### src/rtl/instr_encoder.sv
// instr_encoder
// Packs decoded-style instruction fields into 32-bit RV32I words and queues
// them in a 2-entry output FIFO. Each word is tagged with an auto-incrementing
// instruction-memory word address.
//
// Ports:
//   clk, rst           rising-edge clock, synchronous active-high reset
//   addr_load/_val     reload the write address (blocks input that cycle)
//   enc_valid/ready    input field handshake
//   fmt, alu_op,
//   b_type, rd, rs1,
//   rs2, imm           fields to encode (decoder alu_op / branch funct3 codes)
//   out_valid/ready    output handshake on the FIFO head
//   out_instr/addr     encoded word and its word address
//   err, err_count     reject pulse and saturating reject counter
module instr_encoder #(
  parameter int ADDR_W = 10,
  parameter int ERR_W  = 8
) (
  input  logic              clk,
  input  logic              rst,
  input  logic              addr_load,
  input  logic [ADDR_W-1:0] addr_load_val,
  input  logic              enc_valid,
  output logic              enc_ready,
  input  logic [2:0]        fmt,
  input  logic [4:0]        alu_op,
  input  logic [2:0]        b_type,
  input  logic [3:0]        rd,
  input  logic [3:0]        rs1,
  input  logic [3:0]        rs2,
  input  logic [31:0]       imm,
  output logic              out_valid,
  input  logic              out_ready,
  output logic [31:0]       out_instr,
  output logic [ADDR_W-1:0] out_addr,
  output logic              err,
  output logic [ERR_W-1:0]  err_count
);

  localparam logic [6:0] OP_R    = 7'b0110011;
  localparam logic [6:0] OP_I    = 7'b0010011;
  localparam logic [6:0] OP_B    = 7'b1100011;
  localparam logic [6:0] OP_JAL  = 7'b1101111;
  localparam logic [6:0] OP_JALR = 7'b1100111;
  localparam logic [6:0] F7_ALT  = 7'b0100000;

  localparam logic [ADDR_W-1:0] ADDR_ONE = ADDR_W'(1);
  localparam logic [ERR_W-1:0]  ERR_ONE  = ERR_W'(1);
  localparam logic [ERR_W-1:0]  ERR_MAX  = {ERR_W{1'b1}};

  typedef enum logic [1:0] {EMPTY, ONE, FULL} fifo_state_t;

  fifo_state_t state, state_next;

  logic [31:0]       enc_word;
  logic              enc_illegal;
  logic [2:0]        funct3;
  logic [6:0]        funct7;
  logic              is_shift;
  logic [4:0]        rd_f, rs1_f, rs2_f;
  logic              imm12_ok, imm13_ok, imm21_ok, shamt_ok;

  logic              accept, push, pop;
  logic              load_head, load_tail, shift_tail;
  logic [31:0]       head_instr, tail_instr;
  logic [ADDR_W-1:0] head_addr, tail_addr, wr_addr;

  assign rd_f  = {1'b0, rd};
  assign rs1_f = {1'b0, rs1};
  assign rs2_f = {1'b0, rs2};

  // Range checks: the upper bits must be pure sign extension of the field
  // that actually lands in the word; branch/jump offsets must also be even.
  assign imm12_ok = (imm[31:11] == {21{imm[31]}});
  assign imm13_ok = (imm[31:12] == {20{imm[31]}}) && !imm[0];
  assign imm21_ok = (imm[31:20] == {12{imm[31]}}) && !imm[0];
  assign shamt_ok = (imm[31:5] == 27'd0);

  always_comb begin
    enc_word    = 32'h0;
    enc_illegal = 1'b0;
    funct3      = 3'b000;
    funct7      = 7'b0000000;
    is_shift    = 1'b0;
    case (fmt)
      3'd0: begin
        // Decoder R codes: ADD SUB XOR OR AND SLL SRL SRA SLT SLTU
        case (alu_op)
          5'd0: funct3 = 3'b000;
          5'd1: begin funct3 = 3'b000; funct7 = F7_ALT; end
          5'd2: funct3 = 3'b100;
          5'd3: funct3 = 3'b110;
          5'd4: funct3 = 3'b111;
          5'd5: funct3 = 3'b001;
          5'd6: funct3 = 3'b101;
          5'd7: begin funct3 = 3'b101; funct7 = F7_ALT; end
          5'd8: funct3 = 3'b010;
          5'd9: funct3 = 3'b011;
          default: enc_illegal = 1'b1;
        endcase
        enc_word = {funct7, rs2_f, rs1_f, funct3, rd_f, OP_R};
      end
      3'd1: begin
        // Decoder I codes: ADDI XORI ORI ANDI SLLI SRLI SRAI SLTI SLTIU
        case (alu_op)
          5'd10: funct3 = 3'b000;
          5'd11: funct3 = 3'b100;
          5'd12: funct3 = 3'b110;
          5'd13: funct3 = 3'b111;
          5'd14: begin funct3 = 3'b001; is_shift = 1'b1; end
          5'd15: begin funct3 = 3'b101; is_shift = 1'b1; end
          5'd16: begin funct3 = 3'b101; is_shift = 1'b1; funct7 = F7_ALT; end
          5'd17: funct3 = 3'b010;
          5'd18: funct3 = 3'b011;
          default: enc_illegal = 1'b1;
        endcase
        if (is_shift) begin
          if (!shamt_ok) enc_illegal = 1'b1;
          enc_word = {funct7, imm[4:0], rs1_f, funct3, rd_f, OP_I};
        end else begin
          if (!imm12_ok) enc_illegal = 1'b1;
          enc_word = {imm[11:0], rs1_f, funct3, rd_f, OP_I};
        end
      end
      3'd2: begin
        if (!imm13_ok) enc_illegal = 1'b1;
        enc_word = {imm[12], imm[10:5], rs2_f, rs1_f, b_type, imm[4:1], imm[11], OP_B};
      end
      3'd3: begin
        if (!imm21_ok) enc_illegal = 1'b1;
        enc_word = {imm[20], imm[10:1], imm[11], imm[19:12], rd_f, OP_JAL};
      end
      3'd4: begin
        if (!imm12_ok) enc_illegal = 1'b1;
        enc_word = {imm[11:0], rs1_f, 3'b000, rd_f, OP_JALR};
      end
      default: enc_illegal = 1'b1;
    endcase
  end

  // Input readiness looks only at occupancy, never at out_ready, so a full
  // FIFO stalls input for the cycle it pops.
  assign enc_ready = (state != FULL) && !addr_load;
  assign accept    = enc_valid && enc_ready;
  assign push      = accept && !enc_illegal;
  assign out_valid = (state != EMPTY);
  assign pop       = out_valid && out_ready;

  always_ff @(posedge clk) begin
    if (rst) state <= EMPTY;
    else     state <= state_next;
  end

  always_comb begin
    state_next = state;
    case (state)
      EMPTY: if (push) state_next = ONE;
      ONE: begin
        if (push && !pop)      state_next = FULL;
        else if (pop && !push) state_next = EMPTY;
      end
      FULL:  if (pop) state_next = ONE;
      default: state_next = EMPTY;
    endcase
  end

  // The head register drives the outputs directly; the tail only fills when
  // the head is occupied and not leaving this cycle.
  assign load_head  = push && ((state == EMPTY) || ((state == ONE) && pop));
  assign load_tail  = push && (state == ONE) && !pop;
  assign shift_tail = pop && (state == FULL);

  always_ff @(posedge clk) begin
    if (rst) begin
      head_instr <= 32'h0;
      head_addr  <= '0;
      tail_instr <= 32'h0;
      tail_addr  <= '0;
      wr_addr    <= '0;
      err        <= 1'b0;
      err_count  <= '0;
    end else begin
      if (load_head) begin
        head_instr <= enc_word;
        head_addr  <= wr_addr;
      end else if (shift_tail) begin
        head_instr <= tail_instr;
        head_addr  <= tail_addr;
      end
      if (load_tail) begin
        tail_instr <= enc_word;
        tail_addr  <= wr_addr;
      end
      if (addr_load)  wr_addr <= addr_load_val;
      else if (push)  wr_addr <= wr_addr + ADDR_ONE;
      err <= accept && enc_illegal;
      if (accept && enc_illegal && (err_count != ERR_MAX))
        err_count <= err_count + ERR_ONE;
    end
  end

  assign out_instr = head_instr;
  assign out_addr  = head_addr;

endmodule

### config.mk
export PLATFORM = sky130hd
export DESIGN_NAME = instr_encoder
export DESIGN_NICKNAME = d
export VERILOG_FILES = /design/src/rtl/instr_encoder.sv
export SDC_FILE = /design/constraint.sdc
export NUM_CORES = 1
export LEC_CHECK = 0
export CORE_UTILIZATION = 55
export DETAILED_ROUTE_END_ITERATION = 12
export GPL_TIMING_DRIVEN = 0
export PLACE_DENSITY_LB_ADDON = 0.08
export SLEW_MARGIN = 40
export SYNTH_ARGS = -nofsm -noshare
export SYNTH_HDL_FRONTEND = slang
export SYNTH_SLANG_ARGS = --single-unit
### constraint.sdc
create_clock -name clk -period 6.89 [get_ports clk]
set_clock_uncertainty 0.1 [all_clocks]
set_input_delay 0.689 -clock clk [delete_from_list [all_inputs] [get_ports clk]]
set_output_delay 0.689 -clock clk [all_outputs]
set_load 0.01 [all_outputs]
## Yosys cells after proc, flatten, opt, wreduce, memory -nomap -nowiden

Index checks and enable logic that the tools add are counted.

- Register bits: 105
- Input bits: 70
- Output and inout bits: 53

- Add/subtract/negate cells: 2
- Equal/unequal tests: 32
- Multiplexer cells: 28
- Reduce and logical (&&, ||, !) cells: 35

Operators by type and width:

| cell | number |
|---|---|
| 32-bit case mux with 5 select lines | 1 |
| 32-bit two-way mux | 3 |
| 3-bit case mux with 7 select lines | 2 |
| 5-bit by 4-bit == test with 1-bit output, second input constant | 8 |
| 10-bit two-way mux | 4 |
| 27-bit zero test | 1 |
| 20-bit == test | 1 |
| 5-bit by 3-bit == test with 1-bit output, second input constant | 4 |
| 19-bit == test | 1 |
| 5-bit == test, second input constant | 3 |
| 1-bit logical AND | 15 |
| 6-bit two-way mux | 2 |
| 11-bit == test | 1 |
| 10-bit by 1-bit adder with 10-bit output, second input constant | 1 |
| 5-bit by 2-bit == test with 1-bit output, second input constant | 2 |
| 1-bit two-way mux | 10 |
| 10-bit OR reduction | 1 |
| 9-bit OR reduction | 1 |
| 8-bit by 1-bit adder with 8-bit output, second input constant | 1 |
| 2-bit two-way mux | 4 |
| 8-bit != test, second input constant | 1 |
| 3-bit by 2-bit == test with 1-bit output, second input constant | 2 |
| 2-bit != test, second input constant | 3 |
| 2-bit case mux with 3 select lines | 1 |
| other kinds (16) | 24 |

## Longest topological paths before layout

Gate-level depths: netlist (run 1).

- Depth in word-level cells: 13
- Depth in mapped cells: 12

## Worst setup path after synthesis (run 1)

OpenSTA, ideal clock, no wires.

- Path kind: input-to-reg
- Start: input port imm[31]
- End: register state[1]
- Setup time: 65 ps
- Data arrival time: 2,947 ps
- Required time: 6,725 ps
- Setup slack: 3,778 ps
- Stages: 11
- Path buffers: 2
- Cells stage by stage: buf_6 or4_4 mux2i_4 nand3_2 o31a_4 nor3_2 buf_4 ha_1 nor4bb_1 a21oi_1 nor2_1

- Cells in the longest elaborated chain, start to end: 10

Ends and longest elaborated chain:

| item | RTL line | text |
|---|---|---|
| from (decl) | 32 | `input logic [31:0] imm,` |
| 20-bit == test, or another cell as far along | 75 | `assign imm12_ok = (imm[31:11] == {21{imm[31]}});` |
| 1-bit two-way mux, or another cell as far along | 122 | `if (!imm12_ok) enc_illegal = 1'b1;` |
| 1-bit two-way mux, on equally long branches | 118, 127, 131 |  |
| 1-bit case mux with 5 select lines (*) | 86 | `case (fmt)` |
| 1-bit zero test (*) | 146 | `assign push = accept && !enc_illegal;` |
| 1-bit logical AND (*) | 146 |  |
| 1-bit zero test | 161 | `else if (pop && !push) state_next = EMPTY;` |
| 1-bit logical AND | 161 |  |
| 3-bit != test (no source line) | -- |  |
| 3-bit AND reduction (no source line) | -- |  |
| to (signal assigned) | 152 | `else state <= state_next;` |
| to (decl) | 54 | `fifo_state_t state, state_next;` |

Mark *: on every way between the ends. The rest lies on a longest branch, timed or not.
A chain may end at the register's enable or synchronous reset.

## Worst setup path in the final report (run 1)

- Start: input port imm[10]
- End: register head_instr[29] (netlist: out_instr[29])

- Cells in the longest elaborated chain, start to end: 8

Ends and longest elaborated chain:

| item | RTL line | text |
|---|---|---|
| 27-bit zero test (*) | 78 | `assign shamt_ok = (imm[31:5] == 27'd0);` |
| 1-bit two-way mux (*) | 119 | `if (!shamt_ok) enc_illegal = 1'b1;` |
| 1-bit two-way mux (*) | 118 | `if (is_shift) begin` |
| 1-bit case mux with 5 select lines (*) | 86 |  |
| 1-bit zero test (*) | 146 |  |
| 1-bit logical AND (*) | 146 |  |
| 1-bit logical AND (*) | 170 | `assign load_head = push && ((state == EMPTY) \|\| ((state == ONE) && pop));` |
| 32-bit two-way mux / 2-bit nonzero test (equally long branches) | -- |  |
| to (signal assigned) | 185 | `head_instr <= enc_word;` |
| to (signal assigned) | 188 | `head_instr <= tail_instr;` |
| to (decl) | 66 | `logic [31:0] head_instr, tail_instr;` |

Marked as above.

==> results of run 1 <==
worst min-delay path, stage by stage (launching register included):
cell,delay (ns)
dfxtp_1,0.32
nand2_1,0.05
a21oi_1,0.05
cell usage after synthesis, drive strengths merged, types with 2 or more instances:
cell type  number
or4             6
nor2b          13
nand4           9
or3b            3
mux2i          39
nor3b           6
nand2b          8
nand3b          6
and3           16
o21a            3
nor2           47
ha              3
o41ai           2
xnor2           2
and2            6
nand4b          2
o211ai         10
a41oi           2
nor3           10
clkbuf         35
a22o            4
mux2            3
inv             9
nand3          30
a211oi         38
a21boi          2
a31oi          18
or2             2
o31a            3
a22oi           6
dfxtp         103
o31ai           7
nor4            8
nand2          98
o21ai          22
a21oi          69
buf            19
a221oi          2
flip-flops by register name (all words and copies together), names as in the netlist:
signal,count
err_count,8
wr_addr,10
err,1
tail_instr,31
tail_addr,10
out_instr,31
out_addr,10
state,2
metal layers:
metal,global-route usage (%),part of all wire [%],vias up
met2,54.57,46,322
met3,6.293,8.7,47
li1,-,-,2767
met1,46.45,42,2761
met4,15.27,3.2,0
met5,0,0,-
power breakdown:
group,total [mW],internal [mW],switching [mW]
clock,0.366,0.137,0.229
combinational,0.201,0.0931,0.108
sequential,0.623,0.609,0.0143
total,1.19,0.839,0.351
worst max-delay path by stage:
| stage | endpoint | slack, ns |
|---|---|---|
| 2_1_floorplan | state[1] | 3.78 |
| 3_3_place_gp | out_instr[19] | 2.85 |
| 3_5_place_dp | out_instr[23] | 2.72 |
| 4_1_cts | out_instr[23] | 3.11 |
| 5_1_grt | out_instr[23] | 2.86 |
| 6_report | out_instr[29] | 3.03 |
logic make-up (layout without fill, tap and decap cells):
kind of cell	Yosys count	after routing	synth area share (%)
multiplexers	42	42	7.917
AND/OR/NAND/NOR	274	274	25.09
adder cells (fa/ha/maj)	3	3	0.6807
AO/OA/AOI/OAI	196	196	23.57
XOR/XNOR	3	3	0.4765
buffers and inverters	63	196	4.877
flip-flops	103	103	37.39
per-stage QoR:
step                std cells  setup slack, ns
finish                    950            3.032
global route              950            2.856
CTS                       950            3.114
detailed placement        934            2.720
global placement          934            2.848
floorplan                 684            3.778
area by class of cell:
class / instances / area share [%]
timing repair buffer: 117 / 16.65
inverter: 9 / 0.4803
buffer: 54 / 3.344
sequential: 103 / 29.31
clock buffer: 10 / 1.814
clock inverter: 6 / 0.7649
tap: 133 / 2.366
multi-input combinational: 518 / 45.27
==> results.json, run 1 <==
{
  "outcome": "complete, no violations",
  "slew_violations": 0,
  "cp-end-kind": "flop",
  "cts_made_buffers": 9,
  "synth.area.top_cells": "dfxtp_1 37%, mux2i_1 6.9%, nand2_1 6.6%",
  "start_util_pct": 56.69,
  "htreeDepth": 3,
  "post-cts-setup-buffers": 0,
  "drc": 0,
  "final_common_cell": "clkdlybuf4s50_1",
  "antenna_cells": 0,
  "place_area_um2": 6853,
  "rows": 36,
  "hold_buffers": 0,
  "cp_max_fo": 10,
  "syn_inst": 684,
  "period_share_pct": 56.00,
  "clk_latency_ns": 0.39,
  "portBuffers": 117,
  "setup-violations-final": 0,
  "ant_nets": 0,
  "final_cell_mix": "117 x clkdlybuf4s50_1, 103 x dfxtp_1, 97 x nand2_1, 69 x a21oi_1, 47 x nor2_1",
  "cp.depth": 9,
  "syn_area_um2": 5515,
  "grt_pass1_wl_um": 27700,
  "cts_tree": "yes",
  "fmax_mhz": 259.2,
  "path_clk_slew_ns": 0.11,
  "totalPowerFinal_mw": 1.191,
  "fillers": 820,
  "finalHoldViolCount": 0,
  "track_usage_pct": 34.66,
  "nNetsFinal": 885,
  "path_delay_family": "simple AND/OR/NAND/NOR gates",
  "synth_top_cell_by_area": "dfxtp_1",
  "whs_endpoint": "tail_instr[15]",
  "dp_hpwl_um": 13220,
  "grt_max_degree": 19,
  "drive_gt1_share_pct": 6.120,
  "cp_slowest_cell": "nor4_1",
  "critPathRequiredTime_ns": 7.08,
  "crit_start": "imm[10]",
  "tns_ns": 0,
  "rsz0062_at_grt": "false",
  "syn_nets": 757,
  "critPathMaxStageDelay_ns": 0.80,
  "synth_edf_count": 0,
  "relSlewSlack_pct": 40.83,
  "worstReg2RegStart": "state[1]",
  "fp.dieH_um": 102.1,
  "globalplace.congestion": 0.9591,
  "regToRegSetupSlack_ns": 3.74,
  "fin_util_pct": 72.30,
  "grt_pass1_vias": 5487,
  "wl_per_cell_um": 18.44,
  "holdWs_ns": 0.3558,
  "die-area_um2": 10430,
  "crit_chain": "clkdlybuf4s50_1 > nor4_1 > nand4_1 > nor4_2 > o31a_2 > nand4_1 > buf_2 > buf_2 > a211oi_1",
  "ys.flop_type": "dfxtp_1",
  "rr_endpoint": "out_instr[29]",
  "coreArea_um2": 9729,
  "leakage_nw": 2.542,
  "async_flop_share_pct": 0,
  "power_density_nw_per_um2": 169.2,
  "grt.overflow.total": 0,
  "first_pass_iters": 5,
  "min_period_ns": 3.858,
  "vias_per_cell": 6.207,
  "multi_input_area_um2": 3184,
  "ys_ff_latch": 103,
  "yosys_warnings": 0,
  "cts_resized": 0,
  "clock_path_buffers": 2,
  "avgSynthCellArea_um2": 8.063,
  "syn2layout_area_growth_pct": 27.54,
  "ios": 123,
  "die_w_um": 102.1,
  "synth_top_cell_area_share_pct": 37.39,
  "vdd_drop_max_v": 0.00008907,
  "tightestPinTransition_ns": 0.8794,
  "antenna_found_initial": 0,
  "seq_area_frac_synth_pct": 37.39,
  "vias": 5897,
  "cp-start-kind": "input port",
  "path_class": "input port to flop",
  "cts_root_buffer": "clkbuf_8",
  "min-delay-start": "tail_instr[15]",
  "cts_sinks": 103,
  "seq_area_um2": 2062,
  "critPathBufInv": 3,
  "reg2reg_depth": 9,
  "wl_um": 17520,
  "hold_path_depth": 2,
  "maxCapViolCount": 0,
  "fin_area_um2": 7034,
  "hp-class": "flop to flop",
  "drtIter0Drc": 544,
  "critPathArrivalTime_ns": 4.05,
  "synth_cell_types": 65
}
Note: power is estimated with default switching activity, not from simulation.
==> inputs of run 2 (changes only) <==
- CORE_UTILIZATION: 55 -> 51
- clock period: 6.89 -> 3.56 ns (I/O delays scaled with it)
==> run 2 against run 1 <==
  * Final cell count grew 0.21%
  * Via count decreased by 1.1%
  * Worst setup slack got worse by 2.8 ns
  * Critical path depth grew 1
  * Combinational power rose by 94%
  * Sequential cell count stayed put
  * Sequential power rose by 94%
  * Core utilization down 4.7 points
  * Clock power increased by 91%
  * Routed wire length up 0.67%
  * Clock-buffer cell count shrank 1
==> results.json, run 2 (synthesis gave the netlist of run 1 again) <==
{
  "globalplace.congestion": 0.9713,
  "cts_root_buffer": "clkbuf_8",
  "hold_buffers": 0,
  "portBuffers": 117,
  "critPathMaxStageDelay_ns": 0.51,
  "vias": 5834,
  "drive_gt1_share_pct": 6.373,
  "rows": 37,
  "post-cts-setup-buffers": 0,
  "clk_latency_ns": 0.37,
  "p_switching_uw": 673.3,
  "track_usage_pct": 31.42,
  "fp.dieH_um": 106.0,
  "hp-class": "flop to flop",
  "path_clk_slew_ns": 0.10,
  "power_frac_seq_pct": 52.5,
  "grt_max_degree": 19,
  "setup-violations-final": 0,
  "critPathRequiredTime_ns": 3.74,
  "final_cell_mix": "117 x clkdlybuf4s50_1, 103 x dfxtp_1, 97 x nand2_1, 69 x a21oi_1, 47 x nor2_1",
  "finalHoldViolCount": 0,
  "clock_path_buffers": 2,
  "crit_top_cell": "clkbuf_1",
  "leakage_nw": 2.550,
  "maxCapViolCount": 0,
  "dp_hpwl_um": 13200,
  "wl_um": 17630,
  "antenna_cells": 0,
  "relSlewSlack_pct": 44.74,
  "ant_nets": 0,
  "die-area_um2": 11230,
  "critPathBufInv": 3,
  "path_class": "input port to flop",
  "drc": 0,
  "coreArea_um2": 10420,
  "power_density_nw_per_um2": 326.0,
  "outcome": "complete, no violations",
  "pwr-share-clk_pct": 30.5,
  "fmax_mhz": 298.8,
  "power_frac_comb_pct": 17.0,
  "ios": 123,
  "rsz0062_at_grt": "false",
  "crit_chain": "clkdlybuf4s50_1 > clkbuf_1 > nor2b_2 > o211ai_1 > a21oi_1 > o31ai_4 > nand4_1 > clkbuf_1 > nor2_1 > a211oi_1",
  "cts_tree": "yes",
  "syn2layout_area_growth_pct": 27.75,
  "first_pass_iters": 5,
  "cp-start-kind": "input port",
  "cts_made_buffers": 9,
  "place_inst": 937,
  "grt_pass1_wl_um": 27840,
  "fin_cells": 952,
  "fin_util_pct": 67.64,
  "die_w_um": 106.0,
  "period_share_pct": 94.02,
  "slew_violations": 0,
  "grt_pass1_vias": 5375,
  "p_int_mw": 1.623,
  "grt.overflow.total": 0,
  "vias_per_cell": 6.128,
  "switching_share_pct": 29.31,
  "final_common_cell": "clkdlybuf4s50_1",
  "totalPowerFinal_mw": 2.297,
  "antenna_found_initial": 0,
  "vdd_drop_max_v": 0.0001591,
  "htreeDepth": 3,
  "path_delay_family": "buffers and inverters",
  "nNetsFinal": 885,
  "cp_slowest_cell": "clkbuf_1",
  "min_period_ns": 3.347,
  "cts_sinks": 103,
  "tightestPinTransition_ns": 0.8289,
  "critPathArrivalTime_ns": 3.52,
  "wl_per_cell_um": 18.52,
  "cts_resized": 0,
  "start_util_pct": 52.95,
  "cp-end-kind": "flop",
  "drtIter0Drc": 489,
  "cp_max_fo": 10
}
## run 2: area by class of cell
cell class | count | area [um^2]
plain buffers | 54 | 235.2
multi-input cells | 518 | 3193
repair buffers | 117 | 1171
clock buffers | 9 | 123.9
fillers | 916 | 3371
clock inverters | 6 | 56.30
inverters | 9 | 33.78
well taps | 136 | 170.2
flip-flops and latches | 103 | 2062
## run 2: worst paths after layout
kind | startpoint | to | slack [ns] | cells after the start
worst min register to register | tail_addr[2] | tail_addr[2] | 0.35 | 2
worst min-delay path | tail_addr[2] | tail_addr[2] | 0.35 | 2
worst max register to register | state[1] | out_instr[7] | 0.54 | 9
worst max-delay path | fmt[2] | out_instr[7] | 0.21 | 10
## run 2: power by group through the flow
stage                     combinational [mW]  clock [mW]  sequential, mW
after CTS                              0.383       0.700            1.21
after global placement                 0.375           0            1.23
after detailed placement               0.381           0            1.23
final                                  0.390       0.700            1.21
after floorplan                        0.185           0            1.23
after global routing                   0.417       0.744            1.21
## run 2: per-stage QoR
step	hold slack (ns)	area (um^2)	worst slack [ns]	TNS, ns
3_3_place_gp	0.3368	6857	-0.1760	-4.599
6_report	0.3548	7046	0.2128	0
4_1_cts	0.3570	7037	0.1609	0
2_1_floorplan	0.3312	5515	0.7812	0
3_5_place_dp	0.3440	6857	-0.2324	-5.535
5_1_grt	0.3737	7046	0.07945	0
## run 2: metal layers
layer  GRT usage [%]  part of all wire, %  wire length [um]
met1           44.16                   44              7780
met4           7.937                  1.4               254
met3           4.905                  8.9              1563
met5               0                    0                 0
met2           50.23                   46              8036
## run 2: tightest hold or removal path, stage by stage (launching register included)
cell and delay (ns):
dfxtp_1 0.32, nand2_1 0.05, a21oi_1 0.05
==> inputs of run 3 (changes only) <==
- CELL_PAD_IN_SITES_DETAIL_PLACEMENT: unset -> 1
- CELL_PAD_IN_SITES_GLOBAL_PLACEMENT: unset -> 2
- CORE_UTILIZATION: 51 -> 30
- CTS_BUF_LIST: unset -> sky130_fd_sc_hd__clkbuf_8
- TNS_END_PERCENT: unset -> 50
==> run 3 against run 2 <==
  * Combinational power up 2%
  * Register-to-register slack worse by 0.17 ns
  * Sequential power about the same
  * Clock-buffer cell count unchanged
  * Sequential share of layout area down 0.52 points
  * Core utilization down 28 points
  * Final cell count up 9.9%
  * Largest cell class unchanged
  * Fmax down 0.48%
  * Via count down 2.5%
  * Critical path depth down 1
  * Global-route usage down 8.8 points
  * Largest power group unchanged
  * Critical path type unchanged
==> results.json, run 3 (synthesis gave the netlist of run 1 again) <==
{
  "path_delay_family": "simple AND/OR/NAND/NOR gates",
  "nNetsFinal": 885,
  "maxCapViolCount": 0,
  "cts_tree": "yes",
  "vias": 5686,
  "cts_root_buffer": "clkbuf_8",
  "p_switching_uw": 731.3,
  "cp_slowest_cell": "nor4_1",
  "antenna_cells": 0,
  "vias_per_cell": 5.436,
  "cts_made_buffers": 9,
  "critPathArrivalTime_ns": 3.56,
  "path_clk_slew_ns": 0.12,
  "portBuffers": 117,
  "clk_latency_ns": 0.40,
  "cp-end-kind": "flop",
  "drive_gt1_share_pct": 6.732,
  "place_area_um2": 6979,
  "grt_pass1_vias": 5640,
  "routed.top_layer": "met4",
  "cts_sinks": 103,
  "fp.dieH_um": 137.6,
  "crit_top_cell": "buf_2",
  "drtIter0Drc": 234,
  "syn2layout_area_growth_pct": 30.04,
  "outcome": "complete, no violations",
  "setup-violations-final": 0,
  "post-cts-setup-buffers": 0,
  "slew_violations": 0,
  "p_int_mw": 1.631,
  "globalplace.congestion": 0.8452,
  "cp_max_fo": 10,
  "ios": 123,
  "leakage_nw": 2.566,
  "vdd_drop_max_v": 0.0001802,
  "wl_met3_um": 674,
  "totalPowerFinal_mw": 2.363,
  "power_frac_seq_pct": 51.1,
  "coreArea_um2": 17960,
  "min_period_ns": 3.363,
  "pwr-share-clk_pct": 32.0,
  "period_share_pct": 94.47,
  "hold_buffers": 0,
  "final_cell_mix": "117 x clkdlybuf4s50_1, 103 x dfxtp_1, 97 x nand2_1, 69 x a21oi_1, 46 x nor2_1",
  "path_class": "input port to flop",
  "start_util_pct": 30.70,
  "grt.overflow.total": 0,
  "rsz0062_at_grt": "false",
  "track_usage_pct": 22.58,
  "tns_ns": 0,
  "dp_hpwl_um": 16140,
  "tightestPinTransition_ns": 0.8372,
  "hp-class": "input port to flop",
  "fin_util_pct": 39.92,
  "rows": 49,
  "antenna_found_initial": 0,
  "die-area_um2": 18930,
  "relSlewSlack_pct": 43.67,
  "fillers": 2156,
  "die_w_um": 137.6,
  "critPathRequiredTime_ns": 3.75,
  "wl_met1_um": 9401,
  "wl_per_cell_um": 20.08,
  "htreeDepth": 3,
  "power_frac_comb_pct": 16.9,
  "fin_area_um2": 7172,
  "clock_path_buffers": 2,
  "ant_nets": 0,
  "final_common_cell": "clkdlybuf4s50_1",
  "critPathBufInv": 3,
  "power_density_nw_per_um2": 329.4,
  "crit_chain": "clkdlybuf4s50_1 > nor4_1 > nand2_1 > nor4_2 > o31a_2 > nand4_1 > buf_2 > buf_2 > a211oi_1",
  "drc": 0,
  "wl_met2_um": 10420,
  "grt_pass1_wl_um": 31840,
  "finalHoldViolCount": 0,
  "switching_share_pct": 30.95,
  "wl_um": 21000,
  "critPathMaxStageDelay_ns": 0.74,
  "fmax_mhz": 297.3,
  "grt_max_degree": 20,
  "first_pass_iters": 5,
  "cp-start-kind": "input port"
}
==> run 3: cell count changes in the layout (fill, tap and decap cells not counted) <==
| cell | delta |
|---|---|
| clkinv_4 | -2 |
| nor2_2 | +1 |
| clkinvlp_4 | -1 |
| inv_1 | +1 |
| clkbuf_1 | -2 |
| inv_6 | +3 |
| clkbuf_2 | +2 |
| nor2_1 | -1 |
==> run 3: final timing paths <==
path	from	slack (ns)	depth (start not counted)	end
max reg2reg	state[0]	0.37	8	out_instr[9]
min	rst	0.32	3	err_count[2]
min reg2reg	tail_instr[30]	0.36	2	tail_instr[30]
max	imm[12]	0.20	9	out_instr[9]
==> run 3: stage by stage <==
step	worst slack (ns)	instances	hold slack, ns
after floorplan	0.7812	684	0.3312
after global placement	-0.3758	1030	0.3381
after detailed placement	-0.2873	1030	0.3479
after CTS	0.1275	1046	0.3267
after global routing	0.006783	1046	0.3457
final	0.1968	1046	0.3238
==> run 3: worst reg2reg max path: cells and delay by family (launching register included) <==
family / cells / cell delay [ns]
AOI/OAI and AO/OA: 2 / 0.57
and+or+nand+nor: 4 / 1.39
buffers and inverters: 2 / 0.56
DFF: 1 / 0.46
==> run 3: what timing repair did <==
action | CTS | global route
endpoints found under the hold margin | 0 | 0
endpoints found under the setup margin | 0 | 28
gates resized for setup | 0 | 5
==> run 3: final cells by class <==
cell class                      instances  area (um^2)  area share [%]
Clock inverter                          7        61.31          0.8548
Sequential cell                       103         2062           28.75
Buffer                                 54        237.7           3.315
Multi-Input combinational cell        518         3196           44.56
Tap cell                              229        286.5           3.995
Timing Repair Buffer                  117         1171           16.33
Inverter                                9        33.78          0.4710
Clock buffer                            9        123.9           1.727
==> run 3: routing by layer <==
metal | up-vias | GRT usage [%]
met3 | 26 | 3.201
met5 | - | 0
met4 | 0 | 7.631
met2 | 120 | 38.89
met1 | 2783 | 28.65
li1 | 2757 | -
==> run 3: power by group through the flow <==
stage               clock [mW]  combinational [mW]  sequential, mW
finish                   0.755               0.399            1.21
global route             0.817               0.431            1.21
CTS                      0.777               0.402            1.21
detailed placement           0               0.400            1.23
global placement             0               0.394            1.23
floorplan                    0               0.185            1.23
